### config.mk
export PLATFORM = sky130hd
export DESIGN_NAME = video_timing_gen_flat
export DESIGN_NICKNAME = d
export VERILOG_FILES = /design/src/rtl/video_timing_pkg.sv /design/src/rtl/video_timing_if.sv /design/src/rtl/video_timing_gen_axis.sv /design/src/rtl/video_timing_gen.sv /design/src/flat_wrapper.sv
export SDC_FILE = /design/constraint.sdc
export NUM_CORES = 1
export LEC_CHECK = 0
export ABC_AREA = 1
export BUFFER_PORTS_ARGS = -buffer_cell sky130_fd_sc_hd__buf_4
export CORE_UTILIZATION = 50
export DETAILED_ROUTE_END_ITERATION = 6
export GPL_TIMING_DRIVEN = 0
export PLACE_DENSITY = 0.76
export SETUP_SLACK_MARGIN = 0.4
export SLEW_MARGIN = 30
export SYNTH_ARGS = -nofsm -noshare
export SYNTH_HDL_FRONTEND = slang
export SYNTH_SLANG_ARGS = --single-unit
### constraint.sdc
create_clock -name clk -period 4.4 [get_ports clk]
set_input_delay 0 -clock clk [delete_from_list [all_inputs] [get_ports clk]]
set_output_delay 0 -clock clk [all_outputs]
set_load 0.005 [all_outputs]
### src/rtl/video_timing_pkg.sv
// Shared constants and helpers for the parametrised raster timing generator.
// The defaults describe 320x480 visible on a 400x525 raster.
package video_timing_pkg;

    localparam int unsigned DEF_H_VISIBLE = 320;
    localparam int unsigned DEF_H_FRONT   = 8;
    localparam int unsigned DEF_H_SYNC    = 48;
    localparam int unsigned DEF_H_BACK    = 24;
    localparam int unsigned DEF_V_VISIBLE = 480;
    localparam int unsigned DEF_V_FRONT   = 10;
    localparam int unsigned DEF_V_SYNC    = 2;
    localparam int unsigned DEF_V_BACK    = 33;
    localparam int unsigned DEF_CNT_W     = 10;
    localparam int unsigned DEF_HSYNC_POL = 0;
    localparam int unsigned DEF_VSYNC_POL = 0;
    localparam int unsigned DEF_LOOKAHEAD = 2;
    localparam int unsigned DEF_FRAME_W   = 8;

    function automatic int unsigned axis_total(input int unsigned vis, input int unsigned front,
                                               input int unsigned sync, input int unsigned back);
        return vis + front + sync + back;
    endfunction

    function automatic int unsigned sync_start(input int unsigned vis, input int unsigned front);
        return vis + front;
    endfunction

    // Counter range must cover the longer of the two axes.
    function automatic bit cnt_w_fits(input int unsigned cnt_w, input int unsigned h_total,
                                      input int unsigned v_total);
        logic [63:0] cap;
        cap = 64'(1'b1) << cnt_w;
        return (cap >= 64'(h_total)) && (cap >= 64'(v_total));
    endfunction

endpackage

### src/rtl/video_timing_if.sv
// Timing bundle between the generator and its consumers (line buffer, fetch, VGA stage).
interface video_timing_if
    import video_timing_pkg::*;
#(
    parameter int unsigned CNT_W   = DEF_CNT_W,
    parameter int unsigned FRAME_W = DEF_FRAME_W
);
    logic               pixel_ce;
    logic               hsync;
    logic               vsync;
    logic [CNT_W-1:0]   hcounter;
    logic [CNT_W-1:0]   vcounter;
    logic               visible;
    logic               writable;
    logic               line_start;
    logic               frame_start;
    logic [CNT_W-1:0]   pre_x;
    logic [CNT_W-1:0]   pre_y;
    logic               pre_visible;
    logic [FRAME_W-1:0] frame_count;

    modport master (
        input  pixel_ce,
        output hsync, vsync, hcounter, vcounter, visible, writable,
               line_start, frame_start, pre_x, pre_y, pre_visible, frame_count
    );

    modport slave (
        output pixel_ce,
        input  hsync, vsync, hcounter, vcounter, visible, writable,
               line_start, frame_start, pre_x, pre_y, pre_visible, frame_count
    );
endinterface

### src/rtl/video_timing_gen_axis.sv
// One raster axis: enabled wrapping counter plus visible/sync decode.
module timing_axis
    import video_timing_pkg::*;
#(
    parameter int unsigned VIS   = DEF_H_VISIBLE,
    parameter int unsigned FRONT = DEF_H_FRONT,
    parameter int unsigned SYNC  = DEF_H_SYNC,
    parameter int unsigned BACK  = DEF_H_BACK,
    parameter int unsigned POL   = 0,
    parameter int unsigned CNT_W = DEF_CNT_W
) (
    input  logic             clk,
    input  logic             rst,
    input  logic             i_en,
    output logic [CNT_W-1:0] o_count,
    output logic             o_wrap_c,
    output logic             o_visible_c,
    output logic             o_sync_c
);
    localparam int unsigned TOTAL = axis_total(VIS, FRONT, SYNC, BACK);
    localparam int unsigned SS    = sync_start(VIS, FRONT);

    // Decode compares run one bit wider so a boundary equal to 2^CNT_W stays exact.
    localparam logic [CNT_W-1:0] L_LAST   = CNT_W'(TOTAL - 1);
    localparam logic [CNT_W:0]   L_VIS    = (CNT_W+1)'(VIS);
    localparam logic [CNT_W:0]   L_SS     = (CNT_W+1)'(SS);
    localparam logic [CNT_W:0]   L_SE     = (CNT_W+1)'(SS + SYNC);
    localparam logic             L_POL    = (POL != 0);

    logic [CNT_W-1:0] r_count;
    logic [CNT_W:0]   w_cnt_x;
    logic             w_in_sync;

    always_ff @(posedge clk) begin
        if (rst) begin
            r_count <= '0;
        end else if (i_en) begin
            r_count <= o_wrap_c ? '0 : r_count + CNT_W'(1);
        end
    end

    assign w_cnt_x     = {1'b0, r_count};
    assign w_in_sync   = (w_cnt_x >= L_SS) && (w_cnt_x < L_SE);
    assign o_count     = r_count;
    assign o_wrap_c    = (r_count == L_LAST);
    assign o_visible_c = (w_cnt_x < L_VIS);
    assign o_sync_c    = (w_in_sync && !rst) ? L_POL : ~L_POL;

endmodule

### src/rtl/video_timing_gen.sv
// Raster timing generator: h/v counters, syncs, qualifiers, strobes, prefetch and frame count.
module video_timing_gen
    import video_timing_pkg::*;
#(
    parameter int unsigned H_VISIBLE = DEF_H_VISIBLE,
    parameter int unsigned H_FRONT   = DEF_H_FRONT,
    parameter int unsigned H_SYNC    = DEF_H_SYNC,
    parameter int unsigned H_BACK    = DEF_H_BACK,
    parameter int unsigned V_VISIBLE = DEF_V_VISIBLE,
    parameter int unsigned V_FRONT   = DEF_V_FRONT,
    parameter int unsigned V_SYNC    = DEF_V_SYNC,
    parameter int unsigned V_BACK    = DEF_V_BACK,
    parameter int unsigned CNT_W     = DEF_CNT_W,
    parameter int unsigned HSYNC_POL = DEF_HSYNC_POL,
    parameter int unsigned VSYNC_POL = DEF_VSYNC_POL,
    parameter int unsigned LOOKAHEAD = DEF_LOOKAHEAD,
    parameter int unsigned FRAME_W   = DEF_FRAME_W
) (
    input  logic          clk,
    input  logic          rst,
    video_timing_if.master bus
);
    localparam int unsigned H_TOTAL = axis_total(H_VISIBLE, H_FRONT, H_SYNC, H_BACK);
    localparam int unsigned V_TOTAL = axis_total(V_VISIBLE, V_FRONT, V_SYNC, V_BACK);

    if (!cnt_w_fits(CNT_W, H_TOTAL, V_TOTAL)) begin : g_bad_cnt_w
        $error("video_timing_gen: CNT_W too narrow for the raster totals");
    end
    if (LOOKAHEAD >= H_TOTAL) begin : g_bad_lookahead
        $error("video_timing_gen: LOOKAHEAD must be below H_TOTAL");
    end

    localparam logic [CNT_W:0] L_H_TOTAL = (CNT_W+1)'(H_TOTAL);
    localparam logic [CNT_W:0] L_LA      = (CNT_W+1)'(LOOKAHEAD);
    localparam logic [CNT_W:0] L_H_VIS   = (CNT_W+1)'(H_VISIBLE);
    localparam logic [CNT_W:0] L_V_VIS   = (CNT_W+1)'(V_VISIBLE);

    logic [CNT_W-1:0]   w_hcount, w_vcount;
    logic               w_h_wrap, w_v_wrap, w_hvis, w_vvis, w_hsync, w_vsync;
    logic               w_line_start;
    logic [CNT_W:0]     w_sum;
    logic [CNT_W-1:0]   w_pre_x, w_pre_y;
    logic [FRAME_W-1:0] r_frame;

    timing_axis #(
        .VIS(H_VISIBLE), .FRONT(H_FRONT), .SYNC(H_SYNC), .BACK(H_BACK),
        .POL(HSYNC_POL), .CNT_W(CNT_W)
    ) u_h_axis (
        .clk(clk), .rst(rst), .i_en(bus.pixel_ce),
        .o_count(w_hcount), .o_wrap_c(w_h_wrap), .o_visible_c(w_hvis), .o_sync_c(w_hsync)
    );

    // Vertical axis steps on the last enabled pixel of each line.
    timing_axis #(
        .VIS(V_VISIBLE), .FRONT(V_FRONT), .SYNC(V_SYNC), .BACK(V_BACK),
        .POL(VSYNC_POL), .CNT_W(CNT_W)
    ) u_v_axis (
        .clk(clk), .rst(rst), .i_en(bus.pixel_ce & w_h_wrap),
        .o_count(w_vcount), .o_wrap_c(w_v_wrap), .o_visible_c(w_vvis), .o_sync_c(w_vsync)
    );

    always_ff @(posedge clk) begin
        if (rst) begin
            r_frame <= '0;
        end else if (bus.pixel_ce && w_h_wrap && w_v_wrap) begin
            r_frame <= r_frame + FRAME_W'(1);
        end
    end

    // Prefetch coordinate wraps into the next line (and frame) when it runs off the raster.
    always_comb begin
        w_sum   = {1'b0, w_hcount} + L_LA;
        w_pre_x = CNT_W'(w_sum);
        w_pre_y = w_vcount;
        if (w_sum >= L_H_TOTAL) begin
            w_pre_x = CNT_W'(w_sum - L_H_TOTAL);
            w_pre_y = w_v_wrap ? '0 : w_vcount + CNT_W'(1);
        end
    end

    assign w_line_start    = bus.pixel_ce && (w_hcount == '0) && !rst;

    assign bus.hsync       = w_hsync;
    assign bus.vsync       = w_vsync;
    assign bus.hcounter    = w_hcount;
    assign bus.vcounter    = w_vcount;
    assign bus.visible     = w_hvis && w_vvis && !rst;
    assign bus.writable    = w_vvis && !rst;
    assign bus.line_start  = w_line_start;
    assign bus.frame_start = w_line_start && (w_vcount == '0);
    assign bus.pre_x       = w_pre_x;
    assign bus.pre_y       = w_pre_y;
    assign bus.pre_visible = ({1'b0, w_pre_x} < L_H_VIS) && ({1'b0, w_pre_y} < L_V_VIS) && !rst;
    assign bus.frame_count = r_frame;

endmodule

### src/flat_wrapper.sv
// flat-port wrapper written by rule: the top's interface ports become plain ports
module video_timing_gen_flat import video_timing_pkg::*;
#(
    parameter int unsigned H_VISIBLE = DEF_H_VISIBLE,
    parameter int unsigned H_FRONT   = DEF_H_FRONT,
    parameter int unsigned H_SYNC    = DEF_H_SYNC,
    parameter int unsigned H_BACK    = DEF_H_BACK,
    parameter int unsigned V_VISIBLE = DEF_V_VISIBLE,
    parameter int unsigned V_FRONT   = DEF_V_FRONT,
    parameter int unsigned V_SYNC    = DEF_V_SYNC,
    parameter int unsigned V_BACK    = DEF_V_BACK,
    parameter int unsigned CNT_W     = DEF_CNT_W,
    parameter int unsigned HSYNC_POL = DEF_HSYNC_POL,
    parameter int unsigned VSYNC_POL = DEF_VSYNC_POL,
    parameter int unsigned LOOKAHEAD = DEF_LOOKAHEAD,
    parameter int unsigned FRAME_W   = DEF_FRAME_W
)
  (clk, rst, bus_pixel_ce, bus_hsync, bus_vsync, bus_hcounter, bus_vcounter, bus_visible, bus_writable, bus_line_start, bus_frame_start, bus_pre_x, bus_pre_y, bus_pre_visible, bus_frame_count);
  video_timing_if #(.CNT_W(CNT_W), .FRAME_W(FRAME_W)) bus_i ();
  input  logic clk;
  input  logic rst;
  input wire logic [$bits(bus_i.pixel_ce)-1:0] bus_pixel_ce;
  output wire logic [$bits(bus_i.hsync)-1:0] bus_hsync;
  output wire logic [$bits(bus_i.vsync)-1:0] bus_vsync;
  output wire logic [$bits(bus_i.hcounter)-1:0] bus_hcounter;
  output wire logic [$bits(bus_i.vcounter)-1:0] bus_vcounter;
  output wire logic [$bits(bus_i.visible)-1:0] bus_visible;
  output wire logic [$bits(bus_i.writable)-1:0] bus_writable;
  output wire logic [$bits(bus_i.line_start)-1:0] bus_line_start;
  output wire logic [$bits(bus_i.frame_start)-1:0] bus_frame_start;
  output wire logic [$bits(bus_i.pre_x)-1:0] bus_pre_x;
  output wire logic [$bits(bus_i.pre_y)-1:0] bus_pre_y;
  output wire logic [$bits(bus_i.pre_visible)-1:0] bus_pre_visible;
  output wire logic [$bits(bus_i.frame_count)-1:0] bus_frame_count;
  assign bus_i.pixel_ce = bus_pixel_ce;
  assign bus_hsync = bus_i.hsync;
  assign bus_vsync = bus_i.vsync;
  assign bus_hcounter = bus_i.hcounter;
  assign bus_vcounter = bus_i.vcounter;
  assign bus_visible = bus_i.visible;
  assign bus_writable = bus_i.writable;
  assign bus_line_start = bus_i.line_start;
  assign bus_frame_start = bus_i.frame_start;
  assign bus_pre_x = bus_i.pre_x;
  assign bus_pre_y = bus_i.pre_y;
  assign bus_pre_visible = bus_i.pre_visible;
  assign bus_frame_count = bus_i.frame_count;
  video_timing_gen #(.H_VISIBLE(H_VISIBLE), .H_FRONT(H_FRONT), .H_SYNC(H_SYNC), .H_BACK(H_BACK), .V_VISIBLE(V_VISIBLE), .V_FRONT(V_FRONT), .V_SYNC(V_SYNC), .V_BACK(V_BACK), .CNT_W(CNT_W), .HSYNC_POL(HSYNC_POL), .VSYNC_POL(VSYNC_POL), .LOOKAHEAD(LOOKAHEAD), .FRAME_W(FRAME_W)) u_core (.clk(clk), .rst(rst), .bus(bus_i));
endmodule
== After elaboration in Yosys (flattened, before gate mapping) ==
Index checks and enable logic that the tools add are counted.
Cells by class
  magnitude comparators: 9
  equal/unequal tests: 2
  divide/modulo/power cells: 0
  shift-type cells: 0
  reduce and logical (&&, ||, !) cells: 17
  $add $sub $neg: 5
  mux-type cells: 6
  $mul: 0
  bitwise operators: 1
Operators by type and width (number)
  10-bit by 9-bit less-than comparator with 1-bit output, second input constant: 6
  10-bit 2-to-1 mux: 4
  10-bit by 1-bit adder with 10-bit output, second input constant: 2
  10-bit by 9-bit >= comparator with 1-bit output, second input constant: 2
  10-bit logical NOT: 2
  1-bit logical AND: 14
  10-bit by 2-bit adder with 11-bit output, second input constant: 1
  11-bit by 9-bit >= comparator with 1-bit output, second input constant: 1
  10-bit == test, second input constant: 1
  10-bit by 9-bit == test with 1-bit output, second input constant: 1
  10-bit by 9-bit subtractor with 10-bit output, second input constant: 1
  8-bit by 1-bit adder with 8-bit output, second input constant: 1
  1-bit 2-to-1 mux: 2
  1-bit bitwise AND: 1
  1-bit logical NOT: 1
Storage, ports and cells
  bits in latches: 0
  memory bits (read-only): 0
  bits in registers: 28
  memories kept: 0
  logic and storage cells: 43
  output and inout bits: 55
  memory bits (writable): 0

== Depth between registers and ports, before layout ==
  word-level depth: 6
  depth in mapped cells: 18
  depth with buffers taken out: 16

== By module ==
Synthesis repeated with hierarchy kept, for this count alone.
Second synthesis, totals
  cell total of the unflattened synthesis: 379
  area, all modules: 2388.5 sq um
Modules (own cells, without submodules)
  video_timing_gen: area an instance 1253.7 sq um, instances 1, cells an instance 214, sequential area each 160.2 sq um
  timing_axis at u_core.u_v_axis: area an instance 580.6 sq um, instances 1, cells an instance 84, sequential area each 200.2 sq um
  timing_axis at u_core.u_h_axis: area an instance 554.3 sq um, instances 1, cells an instance 81, sequential area each 200.2 sq um

== Least setup slack after synthesis ==
OpenSTA, ideal clock, no wires.
  path kind: reg2out
  from: register u_core.u_h_axis.r_count[1] (netlist: u_core.u_h_axis.o_count[1])
  to: output port bus_pre_visible
  required time: 4.400 ns
  slack: 2.375 ns
  arrival: 2.025 ns
  path buffers: 2
  cell stages (with the launch flop): 17
  cells stage by stage: dfxtp_1 > ha_1 > buf_2 > nand4_1 > nand2_1 > inv_1 > ha_1 > nand4_1 > nand3_2 > nand2_4 > nand2_4 > buf_8 > nand2_2 > nand3_1 > nor2_1 > nand2_1 > nor2_1
On the way
  cells in the longest elaborated chain, start to end: 6
Ends and longest elaborated chain
  start: declaration: line video_timing_gen_axis.sv:30  | logic [CNT_W-1:0] r_count;
  start signal: assignment: line video_timing_gen_axis.sv:38  | r_count <= o_wrap_c ? '0 : r_count + CNT_W'(1);
  10-bit by 2-bit adder with 11-bit output *: line video_timing_gen.sv:72  | w_sum = {1'b0, w_hcount} + L_LA;
  10-bit by 9-bit subtractor with 10-bit output or 11-bit by 9-bit >= comparator with 1-bit output (tied branches): line video_timing_gen.sv:76, video_timing_gen.sv:75
  10-bit 2-to-1 mux: line video_timing_gen.sv:75  | if (w_sum >= L_H_TOTAL) begin
  10-bit by 9-bit less-than comparator with 1-bit output: line video_timing_gen.sv:93  | assign bus.pre_visible = ({1'b0, w_pre_x} < L_H_VIS) && ({1'b0, w_pre_y} < L_V_VIS) && !rst;
  1-bit logical AND * (2 in a row): line video_timing_gen.sv:93
  end: declaration: line flat_wrapper.sv:33  | output wire logic [$bits(bus_i.pre_visible)-1:0] bus_pre_visible;
Every way passes the cells marked *; elsewhere a longest branch is shown, timed or not.

== Final worst setup path ==
  from: register u_core.u_h_axis.r_count[1] (netlist: u_core.u_h_axis.o_count[1])
  to: output port bus_pre_y[4]
On the way
  cells in the longest elaborated chain, start to end: 3
Ends and longest elaborated chain
  10-bit by 2-bit adder with 11-bit output: line video_timing_gen.sv:72
  11-bit by 9-bit >= comparator with 1-bit output: line video_timing_gen.sv:75
  10-bit 2-to-1 mux: line video_timing_gen.sv:75
  end: declaration: line flat_wrapper.sv:32  | output wire logic [$bits(bus_i.pre_y)-1:0] bus_pre_y;
No other way between the ends.

==> out/results.ini <==
[outcome]
status=finished clean

[global_route]
antenna_found_initial=0
globalRouteTotalUtil_pct=25.7
grt_pass1_wl_um=9340
grt_max_degree=15
grt_pass1_vias=2135
grt_overflow=0

[layout]
diodes=0
final-instance-count-excl-fill=456
layout.cell_area.non_filler_mm2=0.00277
area_growth_pct=23.8
nets=422
fill_cells=391
finish.utilization_pct=66.8
drive_gt1_share_pct=23.4

[clock_network]
clk_pin_slew_worst_paths_ps=100
cts-resized-gates=0
cts_root_buffer=clkbuf_8
cts_max_level=1
insertion_delay_ps=280
cts_max_path_buffers=2
cts_tree=done
cts_hold_buf=0
cts_buffers=3
postCtsSetupBuffers=0
cts.sinks=28

[timing]
finalHoldViolCount=0
rsz0062_at_grt=false
fin_hold_ws_ps=37.8
fin_ws_ps=1640
tightest_slew_ps=817
post-route-period-util_pct=62.8
setup_viol_count_final=0
fin_worst_skew_ps=10.7
final.setup.tns_ps=0
final.min_clock_period_ps=2760
maxSlewViolCount=0
maxSlewHeadroom_pct=45.0
fmax_mhz=362

[synth]
synth_cell_type_count=34
yosysTopAreaCellShare_pct=25.1
async_flop_share_pct=0
synth_common_cells=nand2_1, inv_1, nor2_1
synth_edf_count=0
synth_area_leaders=dfxtp_1, nand2_1, inv_1
synthMostInstantiatedCell=nand2_1
synthCells=346
mappedNetlistArea_mm2=0.00223
synth.net_count=360
yosysWarningCount=0
synth_ff_type=dfxtp_1
yosysTopAreaCell=dfxtp_1
syn_avg_cell_area_um2=6.46
synth-seq-cells=28
ys_seq_area_share_pct=25.1

[detailed_routing]
postRouteAntennaNets=0
vias=2403
vias_per_cell=5.27
wl_per_cell_um=12.4
drt_first_iter_violations=173
routed_wl_um=5640
drc_errors=0
dr.pass1.iters=4

[critical_path]
crit_required_ps=4400
cp.arrival_ps=2760
worstSetupPathType=reg2out
cp-end-kind=output port
startpoint_type=flip-flop
cp_max_fo=10
reg2reg_depth=7

[hold_path]
min_path_cells=3
min_path_type=in2reg

[placement]
post-place-ws_ps=1990
port-buffer-count=57
gp_congestion=0.851
hpwl_um=4340
place_inst=453
dpl-instance-area_mm2=0.00273

[power_and_ir_drop]
p_leak_nw=1.37
cellPowerDensity_mw_per_mm2=176
ir_drop_uv=128
power_mw=0.487

[floorplanning]
ios=58
design.core.area_mm2=0.00414
fp-row-count=23
die_width_um=68.9
die_h_um=68.9
die_area_mm2=0.00474
start_util_pct=53.9

[flow_run]
maxCapViolCount=0

layout make-up:
type | instances | area [um2] | area share [%]
Tap cell | 50 | 62.6 | 2.26
Buffer | 12 | 81.3 | 2.94
Timing Repair Buffer | 57 | 428 | 15.5
Clock buffer | 3 | 41.3 | 1.49
Multi-Input combinational cell | 248 | 1380 | 49.7
Inverter | 58 | 218 | 7.87
Sequential cell | 28 | 561 | 20.3
flip-flops by register name, summed over array words and instances, names as in the netlist:
register and count:
u_core.bus.frame_count 8, u_core.u_v_axis.o_count 10, u_core.u_h_axis.o_count 10
report_power, final:
group	internal (mW)	total, mW	switching (mW)	leakage (nW)
Clock	0.0616	0.143	0.0810	0.0216
Combinational	0.0381	0.0834	0.0452	1.12
Sequential	0.256	0.261	0.00471	0.226
Total	0.356	0.487	0.131	1.37
logic make-up after synthesis:
logic type | count (synthesis) | share of synthesized area [%]
simple gates | 182 | 38.9
compound gates | 38 | 9.80
xor+xnor | 17 | 6.66
flops | 28 | 25.1
buf+inv | 70 | 13.4
fa+ha+maj | 11 | 6.16
worst max-delay path: stages, from the launching register on:
cell and delay [ps]:
dfxtp_1 480, ha_1 190, buf_2 190, nand3_1 90
nand2_1 70, nand2_1 100, inv_1 110, ha_1 160
nand4_1 110, nand3_2 110, nand2_4 90, nand2_4 90
buf_8 140, buf_4 190, nor2_1 60, a21oi_1 150
buf_4 140
layer usage:
metal,GRT usage [%],wire [um]
met3,4.44,402
met2,40.5,2500
met5,0,0
met1,35.9,2690
met4,6.63,53
worst paths after layout:
path / slack, ps / start / endpoint
worst min-delay path: 40 / bus_pixel_ce / u_core.u_h_axis.o_count[0]
worst max-delay path: 1640 / u_core.u_h_axis.o_count[1] / bus_pre_y[4]
worst max register to register: 2230 / u_core.u_h_axis.o_count[1] / u_core.u_v_axis.o_count[3]
worst min register to register: 500 / u_core.bus.frame_count[6] / u_core.bus.frame_count[6]
cell usage in the layout (no fill, tap or decap), types with 2 or more instances in the layout:
cell type	count
ha_1	11
dfxtp_1	28
o22ai_1	8
nand2_1	75
nor4_1	6
a21oi_1	14
nor2_2	4
nand2_4	3
clkinv_1	2
buf_4	60
nor2_4	2
clkbuf_8	3
o2111ai_1	2
buf_2	5
o21ai_0	10
xor2_1	14
inv_1	55
nor2_1	33
xnor2_1	3
nor3_1	7
nand2_2	13
nand4_1	9
nand3_1	27
Power figures use the tool's default switching activity.
